**config.mk**
```make
export PLATFORM = sky130hd
export DESIGN_NAME = branch_resolve_unit_flat
export DESIGN_NICKNAME = d
export VERILOG_FILES = /design/src/rtl/branch_pkg.sv /design/src/rtl/branch_resolve_unit_if.sv /design/src/rtl/br_cond_eval.sv /design/src/rtl/branch_resolve_unit.sv /design/src/flat_wrapper.sv
export SDC_FILE = /design/constraint.sdc
export NUM_CORES = 1
export LEC_CHECK = 0
export ABC_AREA = 1
export ABC_CLOCK_PERIOD_IN_PS = 4000
export CORE_UTILIZATION = 25
export CTS_CLUSTER_DIAMETER = 40
export DETAILED_ROUTE_END_ITERATION = 8
export SLEW_MARGIN = 0
export SYNTH_ARGS = -nofsm -noshare
export SYNTH_HDL_FRONTEND = slang
export SYNTH_HIERARCHICAL = 1
export SYNTH_SLANG_ARGS = --single-unit
```
**constraint.sdc**
```tcl
create_clock -name clk -period 4 [get_ports clk]
set_input_delay 1.2 -clock clk [delete_from_list [all_inputs] [get_ports clk]]
set_output_delay 1.2 -clock clk [all_outputs]
set_load 0.02 [all_outputs]
```
**src/rtl/branch_pkg.sv**
```systemverilog
// Branch resolution shared types: op encodings and the resolved-result record.
package branch_pkg;

   localparam int unsigned BR_XLEN        = 32;
   localparam logic [2:0]  BR_OP_RESERVED = 3'b011;

   typedef enum logic [2:0] {
      BR_BEQ  = 3'b000,
      BR_BNE  = 3'b001,
      BR_JAL  = 3'b010,
      BR_RSVD = BR_OP_RESERVED,
      BR_BLT  = 3'b100,
      BR_BGE  = 3'b101,
      BR_BLTU = 3'b110,
      BR_BGEU = 3'b111
   } br_op_e;

   typedef struct packed {
      logic               taken;
      logic [BR_XLEN-1:0] target;
      logic [BR_XLEN-1:0] next_pc;
      logic               mispredict;
      logic               misaligned;
      logic               illegal;
   } br_result_t;

endpackage

```
**src/rtl/branch_resolve_unit_if.sv**
```systemverilog
// Request/result channel between decode/execute (master) and the branch resolve unit (slave).
interface branch_resolve_unit_if #(
   parameter int unsigned XLEN = 32
);
   logic            in_valid;
   logic            in_ready;
   logic [XLEN-1:0] in_pc;
   logic [XLEN-1:0] in_offset;
   logic [XLEN-1:0] in_rs1;
   logic [XLEN-1:0] in_rs2;
   logic [2:0]      in_op;
   logic            in_pred_taken;
   logic [XLEN-1:0] in_pred_target;
   logic            out_valid;
   logic            out_ready;
   logic            out_taken;
   logic [XLEN-1:0] out_target;
   logic [XLEN-1:0] out_next_pc;
   logic            out_mispredict;
   logic            out_misaligned;
   logic            out_illegal;

   modport master (
      output in_valid, in_pc, in_offset, in_rs1, in_rs2, in_op, in_pred_taken, in_pred_target,
      output out_ready,
      input  in_ready,
      input  out_valid, out_taken, out_target, out_next_pc, out_mispredict, out_misaligned, out_illegal
   );

   modport slave (
      input  in_valid, in_pc, in_offset, in_rs1, in_rs2, in_op, in_pred_taken, in_pred_target,
      input  out_ready,
      output in_ready,
      output out_valid, out_taken, out_target, out_next_pc, out_mispredict, out_misaligned, out_illegal
   );
endinterface

```
**src/rtl/br_cond_eval.sv**
```systemverilog
// Combinational branch condition: op + operands -> taken / illegal. No state, no handshake.
module br_cond_eval
   import branch_pkg::*;
#(
   parameter int unsigned XLEN = 32
) (
   input  br_op_e          op_i,
   input  logic [XLEN-1:0] rs1_i,
   input  logic [XLEN-1:0] rs2_i,
   output logic            taken_o,
   output logic            illegal_o
);

   always_comb begin
      taken_o   = 1'b0;
      illegal_o = 1'b0;
      case (op_i)
         BR_BEQ:  taken_o = (rs1_i == rs2_i);
         BR_BNE:  taken_o = (rs1_i != rs2_i);
         BR_JAL:  taken_o = 1'b1;
         BR_RSVD: illegal_o = 1'b1;
         BR_BLT:  taken_o = ($signed(rs1_i) <  $signed(rs2_i));
         BR_BGE:  taken_o = ($signed(rs1_i) >= $signed(rs2_i));
         BR_BLTU: taken_o = (rs1_i <  rs2_i);
         BR_BGEU: taken_o = (rs1_i >= rs2_i);
         default: ;
      endcase
   end

endmodule

```
**src/rtl/branch_resolve_unit.sv**
```systemverilog
// Branch resolve: target/condition in S1, mispredict/next-PC in S2; 2-cycle latency, 1/cycle.
// Elastic valid/ready: S2 holds stable while out_ready is low, in_ready drops once both stages are full.
module branch_resolve_unit
   import branch_pkg::*;
#(
   parameter int unsigned XLEN       = 32,
   parameter int unsigned ALIGN_BITS = 2,
   parameter int unsigned INSN_BYTES = 4,
   parameter int unsigned CNT_W      = 16
) (
   input  logic                    clk,
   input  logic                    rst_n,
   input  logic                    flush,
   branch_resolve_unit_if.slave    bus,
   output logic [CNT_W-1:0]        cnt_resolved,
   output logic [CNT_W-1:0]        cnt_mispredict
);

   localparam logic [XLEN-1:0] ALIGN_MASK = XLEN'((64'd1 << ALIGN_BITS) - 64'd1);

   logic            s1_vld_q;
   logic [XLEN-1:0] s1_target_q;
   logic [XLEN-1:0] s1_fall_q;
   logic            s1_taken_q;
   logic            s1_illegal_q;
   logic            s1_pred_taken_q;
   logic [XLEN-1:0] s1_pred_target_q;

   logic            s2_vld_q;
   logic            s2_taken_q;
   logic [XLEN-1:0] s2_target_q;
   logic [XLEN-1:0] s2_next_pc_q;
   logic            s2_mis_q;
   logic            s2_misal_q;
   logic            s2_ill_q;

   logic [CNT_W-1:0] cnt_res_q, cnt_res_d;
   logic [CNT_W-1:0] cnt_mis_q, cnt_mis_d;

   logic s2_load, s1_load, in_rdy, accept, fire;
   logic cond_taken, cond_illegal;
   logic s1_mispredict, s1_misaligned;

   br_cond_eval #(.XLEN(XLEN)) u_cond (
      .op_i      (br_op_e'(bus.in_op)),
      .rs1_i     (bus.in_rs1),
      .rs2_i     (bus.in_rs2),
      .taken_o   (cond_taken),
      .illegal_o (cond_illegal)
   );

   assign s2_load = !s2_vld_q || bus.out_ready;
   assign s1_load = !s1_vld_q || s2_load;
   assign in_rdy  = rst_n && !flush && s1_load;
   assign accept  = bus.in_valid && in_rdy;
   assign fire    = s2_vld_q && bus.out_ready && !flush;

   // A target mismatch only matters when both sides agree the branch is taken.
   assign s1_mispredict = (s1_taken_q != s1_pred_taken_q) ||
                          (s1_taken_q && s1_pred_taken_q && (s1_pred_target_q != s1_target_q));
   assign s1_misaligned = s1_taken_q && |(s1_target_q & ALIGN_MASK);

   always_comb begin
      cnt_res_d = cnt_res_q;
      cnt_mis_d = cnt_mis_q;
      if (fire) begin
         if (cnt_res_q != '1)             cnt_res_d = cnt_res_q + CNT_W'(1);
         if (s2_mis_q && cnt_mis_q != '1) cnt_mis_d = cnt_mis_q + CNT_W'(1);
      end
   end

   always_ff @(posedge clk) begin
      if (!rst_n) begin
         s1_vld_q         <= 1'b0;
         s1_target_q      <= '0;
         s1_fall_q        <= '0;
         s1_taken_q       <= 1'b0;
         s1_illegal_q     <= 1'b0;
         s1_pred_taken_q  <= 1'b0;
         s1_pred_target_q <= '0;
         s2_vld_q         <= 1'b0;
         s2_taken_q       <= 1'b0;
         s2_target_q      <= '0;
         s2_next_pc_q     <= '0;
         s2_mis_q         <= 1'b0;
         s2_misal_q       <= 1'b0;
         s2_ill_q         <= 1'b0;
         cnt_res_q        <= '0;
         cnt_mis_q        <= '0;
      end else begin
         if (flush) begin
            s1_vld_q <= 1'b0;
            s2_vld_q <= 1'b0;
         end else begin
            if (s1_load) s1_vld_q <= accept;
            if (s2_load) s2_vld_q <= s1_vld_q;
         end
         if (accept) begin
            s1_target_q      <= bus.in_pc + bus.in_offset;
            s1_fall_q        <= bus.in_pc + XLEN'(INSN_BYTES);
            s1_taken_q       <= cond_taken;
            s1_illegal_q     <= cond_illegal;
            s1_pred_taken_q  <= bus.in_pred_taken;
            s1_pred_target_q <= bus.in_pred_target;
         end
         if (s2_load && s1_vld_q && !flush) begin
            s2_taken_q   <= s1_taken_q;
            s2_target_q  <= s1_target_q;
            s2_next_pc_q <= s1_taken_q ? s1_target_q : s1_fall_q;
            s2_mis_q     <= s1_mispredict;
            s2_misal_q   <= s1_misaligned;
            s2_ill_q     <= s1_illegal_q;
         end
         cnt_res_q <= cnt_res_d;
         cnt_mis_q <= cnt_mis_d;
      end
   end

   assign bus.in_ready       = in_rdy;
   assign bus.out_valid      = s2_vld_q;
   assign bus.out_taken      = s2_taken_q;
   assign bus.out_target     = s2_target_q;
   assign bus.out_next_pc    = s2_next_pc_q;
   assign bus.out_mispredict = s2_mis_q;
   assign bus.out_misaligned = s2_misal_q;
   assign bus.out_illegal    = s2_ill_q;
   assign cnt_resolved       = cnt_res_q;
   assign cnt_mispredict     = cnt_mis_q;

endmodule

```
**src/flat_wrapper.sv**
```systemverilog
// flat-port wrapper written by rule: the top's interface ports become plain ports
module branch_resolve_unit_flat import branch_pkg::*;
#(
   parameter int unsigned XLEN       = 32,
   parameter int unsigned ALIGN_BITS = 2,
   parameter int unsigned INSN_BYTES = 4,
   parameter int unsigned CNT_W      = 16
)
  (clk, rst_n, flush, cnt_resolved, cnt_mispredict, bus_in_valid, bus_in_pc, bus_in_offset, bus_in_rs1, bus_in_rs2, bus_in_op, bus_in_pred_taken, bus_in_pred_target, bus_out_ready, bus_in_ready, bus_out_valid, bus_out_taken, bus_out_target, bus_out_next_pc, bus_out_mispredict, bus_out_misaligned, bus_out_illegal);
  branch_resolve_unit_if #(.XLEN(XLEN)) bus_i ();
  input  logic clk;
  input  logic rst_n;
  input  logic flush;
  output logic [CNT_W-1:0] cnt_resolved;
  output logic [CNT_W-1:0] cnt_mispredict;
  input wire logic [$bits(bus_i.in_valid)-1:0] bus_in_valid;
  input wire logic [$bits(bus_i.in_pc)-1:0] bus_in_pc;
  input wire logic [$bits(bus_i.in_offset)-1:0] bus_in_offset;
  input wire logic [$bits(bus_i.in_rs1)-1:0] bus_in_rs1;
  input wire logic [$bits(bus_i.in_rs2)-1:0] bus_in_rs2;
  input wire logic [$bits(bus_i.in_op)-1:0] bus_in_op;
  input wire logic [$bits(bus_i.in_pred_taken)-1:0] bus_in_pred_taken;
  input wire logic [$bits(bus_i.in_pred_target)-1:0] bus_in_pred_target;
  input wire logic [$bits(bus_i.out_ready)-1:0] bus_out_ready;
  output wire logic [$bits(bus_i.in_ready)-1:0] bus_in_ready;
  output wire logic [$bits(bus_i.out_valid)-1:0] bus_out_valid;
  output wire logic [$bits(bus_i.out_taken)-1:0] bus_out_taken;
  output wire logic [$bits(bus_i.out_target)-1:0] bus_out_target;
  output wire logic [$bits(bus_i.out_next_pc)-1:0] bus_out_next_pc;
  output wire logic [$bits(bus_i.out_mispredict)-1:0] bus_out_mispredict;
  output wire logic [$bits(bus_i.out_misaligned)-1:0] bus_out_misaligned;
  output wire logic [$bits(bus_i.out_illegal)-1:0] bus_out_illegal;
  assign bus_i.in_valid = bus_in_valid;
  assign bus_i.in_pc = bus_in_pc;
  assign bus_i.in_offset = bus_in_offset;
  assign bus_i.in_rs1 = bus_in_rs1;
  assign bus_i.in_rs2 = bus_in_rs2;
  assign bus_i.in_op = bus_in_op;
  assign bus_i.in_pred_taken = bus_in_pred_taken;
  assign bus_i.in_pred_target = bus_in_pred_target;
  assign bus_i.out_ready = bus_out_ready;
  assign bus_in_ready = bus_i.in_ready;
  assign bus_out_valid = bus_i.out_valid;
  assign bus_out_taken = bus_i.out_taken;
  assign bus_out_target = bus_i.out_target;
  assign bus_out_next_pc = bus_i.out_next_pc;
  assign bus_out_mispredict = bus_i.out_mispredict;
  assign bus_out_misaligned = bus_i.out_misaligned;
  assign bus_out_illegal = bus_i.out_illegal;
  branch_resolve_unit #(.XLEN(XLEN), .ALIGN_BITS(ALIGN_BITS), .INSN_BYTES(INSN_BYTES), .CNT_W(CNT_W)) u_core (.clk(clk), .rst_n(rst_n), .flush(flush), .bus(bus_i), .cnt_resolved(cnt_resolved), .cnt_mispredict(cnt_mispredict));
endmodule
```
[Word level (Yosys, flattened, before mapping)]
Cells that the tools add are included.
Storage, ports and cells
  register bits: 201
  input bits: 169
  output and inout bits: 102
  logic and storage cells: 63
Operators by class
  add/subtract/negate cells: 4
  magnitude comparators: 4
  equality and inequality tests: 13
  mux-type cells: 3
  bitwise gates (word level): 1
  reduce and logical (&&, ||, !) cells: 22
Operators by type and width (count)
  $ge 32x32->1: 2
  $lt 32x32->1: 2
  $ne 32x32->1: 2
  $add 16x1->16 const B: 2
  $add 32x3->32 const B: 1
  $add 32x32->32: 1
  $eq 32x32->1: 1
  $mux 32: 1
  $ne 16x16->1 const B: 2
  $eq 3x3->1 const B: 4
  $logic_and 1x1->1: 11
  $pmux 1 s7: 1
  $eq 3x2->1 const B: 2
  $reduce_and 2->1: 2
  $reduce_or 2->1: 2
  $eq 3x1->1 const B: 1
  $logic_not 1->1: 3
  $logic_not 3->1: 1
  $logic_or 1x1->1: 3
  $mux 1: 1
  $ne 1x1->1: 1
  $not 1->1: 1

[Logic depth before layout (Yosys ltp)]
  depth after elaboration: 5
  gate-level depth with buffers: 19
  mapped depth without buffers: 19

[Hierarchy]
The synthesis kept the hierarchy.
By module, submodules not included
  branch_resolve_unit: instances 1, cells each 1744, area each 11327.1 um^2, seq. area each 4023.9 um^2
  br_cond_eval: instances 1, cells each 173, area each 994.7 um^2, seq. area each 0.0 um^2

[Worst setup path before layout]
No wires, ideal clock.
  kind: in2out
  from: input bus_out_ready
  to: output bus_in_ready
  arrival: 1.695 ns
  required time: 2.800 ns
  path slack: 1.105 ns
  cell stages on the path: 4
  path buffers: 0
  cells stage by stage: nor2_1 > nand2_1 > nand2_1 > inv_1
Between the ends
  longest elaborated chain between the ends: 3
RTL lines
  start, declared: RTL line flat_wrapper.sv:24  | input wire logic [$bits(bus_i.out_ready)-1:0] bus_out_ready;
  $logic_or 1x1->1: RTL line branch_resolve_unit.sv:52  | assign s2_load = !s2_vld_q || bus.out_ready;
  $logic_or 1x1->1: RTL line branch_resolve_unit.sv:53  | assign s1_load = !s1_vld_q || s2_load;
  $logic_and 1x1->1: RTL line branch_resolve_unit.sv:54  | assign in_rdy = rst_n && !flush && s1_load;
  end, declared: RTL line flat_wrapper.sv:25  | output wire logic [$bits(bus_i.in_ready)-1:0] bus_in_ready;
No other way between the ends.

[Final worst setup path]
Same ends and word-level chain as after synthesis.

==> results.md <==
- The worst pin sits at a relative slew slack of 34.9%.
- For hold timing, the worst endpoint is u_core/s1_fall_q[4].
- The synthesized design contains 0 enable-type register cells.
- The CTS tree is yes.
- The number of standard cells after synthesis is 1,917.
- In this run the static leakage power is 7.71 nW.
- The run finished with clean final reports.
- The mean area per synthesized cell is 6.43 µm².
- For this configuration, the core starts out at a cell density of 25.6%.
- The number of cell instances on the worst register-to-register path is 9.
- When the netlist entered floorplanning its net count stood at 2,154.
- The part of the total power dissipated in combinational logic is 15.7%.
- CTS built an H-tree with a depth of 2.
- The final number of max-transition violations was 0.
- The count of endpoints failing setup in the final report is 0.
- In this run the count of I/O pins placed on the die edge is 271.
- The floorplan step defined a die boundary enclosing 50,200 µm².
- The endpoint type of the worst setup path is an output pin.
- The global-route wire length before repair is 69,200 µm.
- The number of antenna diodes in the final layout is 0.
- Among all flip-flop cells after synthesis, the most frequent one is sky130_fd_sc_hd__dfxtp_1.
- The average wire length per cell after detail routing is 15.6 µm.
- For this block, the via count after detailed routing is 12,841.
- Buffers inserted to repair hold after CTS numbered 0.
- The average vias per placed instance is 4.49.
- The starting DRC count in detailed routing is 713.
- The area share of the largest cell type after synthesis is 32.7%.
- For this block, the routed nets add up to 44,800 µm of wire.
- The internal cell power is 4.81 mW.
- Global routing used 17.7% of the available tracks.
- The count of distinct cell types in the synthesized netlist is 41.
- The number of placement rows is 80.
- The pin count of the biggest net entering global routing is 114.
- The final count of hold timing violations came to 0.
- The worst clock skew is 0.0234 ns.
- For this run, the top clock speed supported by timing is 258 MHz.
- The cell area that synthesis handed to floorplanning was 12,300 µm².
- The width of the die is 224 µm.
- Of the available clock period, the critical path in the final layout requires 96.7%.
- The reported max-cap violation count is 0.
- The final layout net count is 2,411.
- The first detailed-routing pass took 5 iterations.
- The wire-length estimate of the detail-placed layout is 34,700 µm.
- The routed design could run at a clock period as short as 3.87 ns.
- In this run the cell area measured after placement is 15,700 µm².
- In the routed design, unresolved DRC markers number 0.
- The launch point of the worst reg-to-reg path is u_core/cnt_mispredict[0].
- At the later pin of the worst-skew pair, clock insertion delay measures 0.54 ns.
- In this run the power spent charging and discharging nets is 1.84 mW.
- Across the VDD grid, the largest voltage drop is 0.000240 V.
- The synthesized design spends more area on one cell type than any other, namely sky130_fd_sc_hd__dfxtp_1.
- The tightest min-delay check is of the flip-flop to flip-flop type.
- The cell depth of the worst hold path is 2.
- Yosys instantiated no cell more often than sky130_fd_sc_hd__nand2_1.
- Setup repair after global routing left no endpoint under its margin.
- The endpoint identified for the worst register-to-register timing path is u_core/cnt_mispredict[6].
- The clock network accounts for 52.0% of the total power.
- The clock transition time at the flip-flop clock pins of the worst setup and hold paths is 0.04 ns.
- The filler-free cell count of the finished design is 2,861.
- The setup slack of the most critical reg-to-reg path is 1.81 ns.
- The async set-reset flop share out of synthesis is 0%.
- The layout overhead on the synthesized area is 38.4%.
- The number of clock sinks is 201.
- The startpoint identified for the worst hold timing path is u_core/s1_fall_q[4].
- Yosys printed 6 warnings.
- The cell count after placement is 2,789.
- The tree is rooted in a sky130_fd_sc_hd__clkbuf_16.
- The commonest cells after synthesis are sky130_fd_sc_hd__nand2_1 (452), sky130_fd_sc_hd__inv_1 (303), sky130_fd_sc_hd__nor2_1 (231).
- The via count of the first global-routing pass came to 12,534.
- The maximum fanout along the worst path is 3.
- By startpoint and endpoint, the worst setup path is classified as primary input to output pin.
- The proportion of layout cells with a drive suffix above 1 is 4.54%.
- The aggregate global routing overflow is 0.
- Counting the buffers created by CTS gives 39.
- The switching share of total power is 27.6%.
- Synthesis inferred 201 register bits.
- The initial antenna violation count is 0.
- The height of the die is 224 µm.
- By area the synthesized netlist is led by sky130_fd_sc_hd__dfxtp_1 (33%), sky130_fd_sc_hd__nand2_1 (14%), sky130_fd_sc_hd__inv_1 (9.2%), sky130_fd_sc_hd__a21oi_1 (7.4%), sky130_fd_sc_hd__nor2_1 (7.0%).
- With fillers left out, the area of the finished cells amounts to 17,100 µm².
- The number of buffers between clock root and the deepest sink is 3.
- After routing, the total negative slack on setup checks comes to 0 ns.
- In this run the power density over the cells is 390 nW/µm².
- The transition time at the pin with the least slew margin is 0.976 ns.
- For this run, the register share of the synthesized area comes to 32.7%.
- Routability-driven placement finished with a final weighted congestion of 0.879.
- The core region is 48,100 µm².
- Registers are responsible for 32.3% of the overall power.
- At the worst endpoint, the arrival time is 2.67 ns.
- The count of antenna-violating nets left after detailed routing is 0.
- STA classifies the critical path startpoint as a primary input.
- During placement, the flow inserted port buffers numbering 270.
- At the worst endpoint, the required time is 2.80 ns.
==> layout make-up <==
cell class | instances | area, µm²
well taps | 656 | 821
multi-input cells | 1341 | 6830
repair buffers | 280 | 2830
flip-flops and latches | 201 | 4020
inverters | 311 | 1170
clock inverters | 26 | 348
fillers | 5197 | 31100
clock buffers | 46 | 1040
==> power groups by stage <==
stage	sequential, mW	clock, mW	combinational [mW]
final	2.14	3.46	1.04
after detailed placement	2.18	0	1.04
after CTS	2.14	3.55	1.05
after global routing	2.15	3.65	1.16
after floorplan	2.19	0	0.571
after global placement	2.18	0	1.03
==> kinds of logic (layout without fill, tap and decap cells) <==
kind of cell	after synthesis	after routing	share of synthesized area, %
compound gates	356	356	15.4
xor+xnor	64	64	4.55
fa+ha+maj	68	68	6.97
buf+inv	375	663	12.0
flops	201	201	32.7
simple gates	853	853	28.4
==> layer usage <==
layer / wire [µm] / GRT usage [%] / part of all wire [%]
met5: 0 / 0 / 0
met2: 20300 / 28.7 / 45
met4: 861 / 4.53 / 1.9
met1: 21300 / 24.0 / 48
met3: 2320 / 3.25 / 5.2
==> flip-flops by register name, indices dropped and copies added (netlist names) <==
register and count:
u_core/bus.out_illegal 1, u_core/bus.out_misaligned 1, u_core/bus.out_mispredict 1, u_core/bus.out_next_pc 32, u_core/bus.out_taken 1, u_core/bus.out_target 32, u_core/bus.out_valid 1, u_core/cnt_mispredict 16
u_core/cnt_resolved 16, u_core/s1_fall_q 32, u_core/s1_illegal_q 1, u_core/s1_pred_taken_q 1, u_core/s1_pred_target_q 32, u_core/s1_taken_q 1, u_core/s1_target_q 32, u_core/s1_vld_q 1
==> cell usage in the layout (no fill, tap or decap), drive strengths merged, types with 3 or more instances in the layout <==
cell type / netlist / routed
o21ai: 125 / 125
dfxtp: 201 / 201
nand3b: 8 / 8
nor3: 34 / 34
xnor2: 30 / 30
o21a: 3 / 3
inv: 309 / 317
xor2: 34 / 34
a211oi: 26 / 26
nor2: 233 / 233
o211ai: 7 / 7
ha: 67 / 67
and2: 3 / 3
nand3: 91 / 91
nand2: 455 / 455
or2: 7 / 7
buf: 31 / 11
a31oi: 8 / 8
nand4: 16 / 16
and3: 3 / 3
clkbuf: 33 / 46
clkinv: 2 / 12
bufinv: 0 / 6
clkdlybuf4s50: 0 / 269
a21oi: 182 / 182
==> timing repair <==
action                                  4_1_cts  5_1_grt
resized for setup                             0        2
endpoints found under the hold margin         0        0
endpoints found under the setup margin        0        1
setup buffers                                 0        0
==> through the flow <==
stage	hold WS, ns	setup slack, ns	utilization, %	power (mW)
6_report	0.453	0.131	35.4	6.64
5_1_grt	0.475	0.0386	35.4	6.96
4_1_cts	0.457	0.0422	35.4	6.74
3_5_place_dp	0.451	0.0487	32.5	3.23
3_3_place_gp	0.446	0.0549	32.5	3.22
2_1_floorplan	0.431	1.11	-	2.76
==> how the worst max path moves through the flow <==
stage,start,endpoint,depth (start not counted)
floorplan,bus_out_ready,bus_in_ready,4
global placement,bus_out_ready,bus_in_ready,6
detailed placement,bus_out_ready,bus_in_ready,6
CTS,bus_out_ready,bus_in_ready,6
global route,bus_out_ready,bus_in_ready,6
finish,bus_out_ready,bus_in_ready,6
==> worst max-delay path, cell delays in order <==
cell and delay [ns]:
sky130_fd_sc_hd__clkdlybuf4s50_1 0.47, sky130_fd_sc_hd__nor2_4 0.18, sky130_fd_sc_hd__nand2_1 0.09, sky130_fd_sc_hd__nand2_1 0.13, sky130_fd_sc_hd__inv_1 0.05, sky130_fd_sc_hd__clkdlybuf4s50_1 0.53
(Power assumes the default switching activity.)
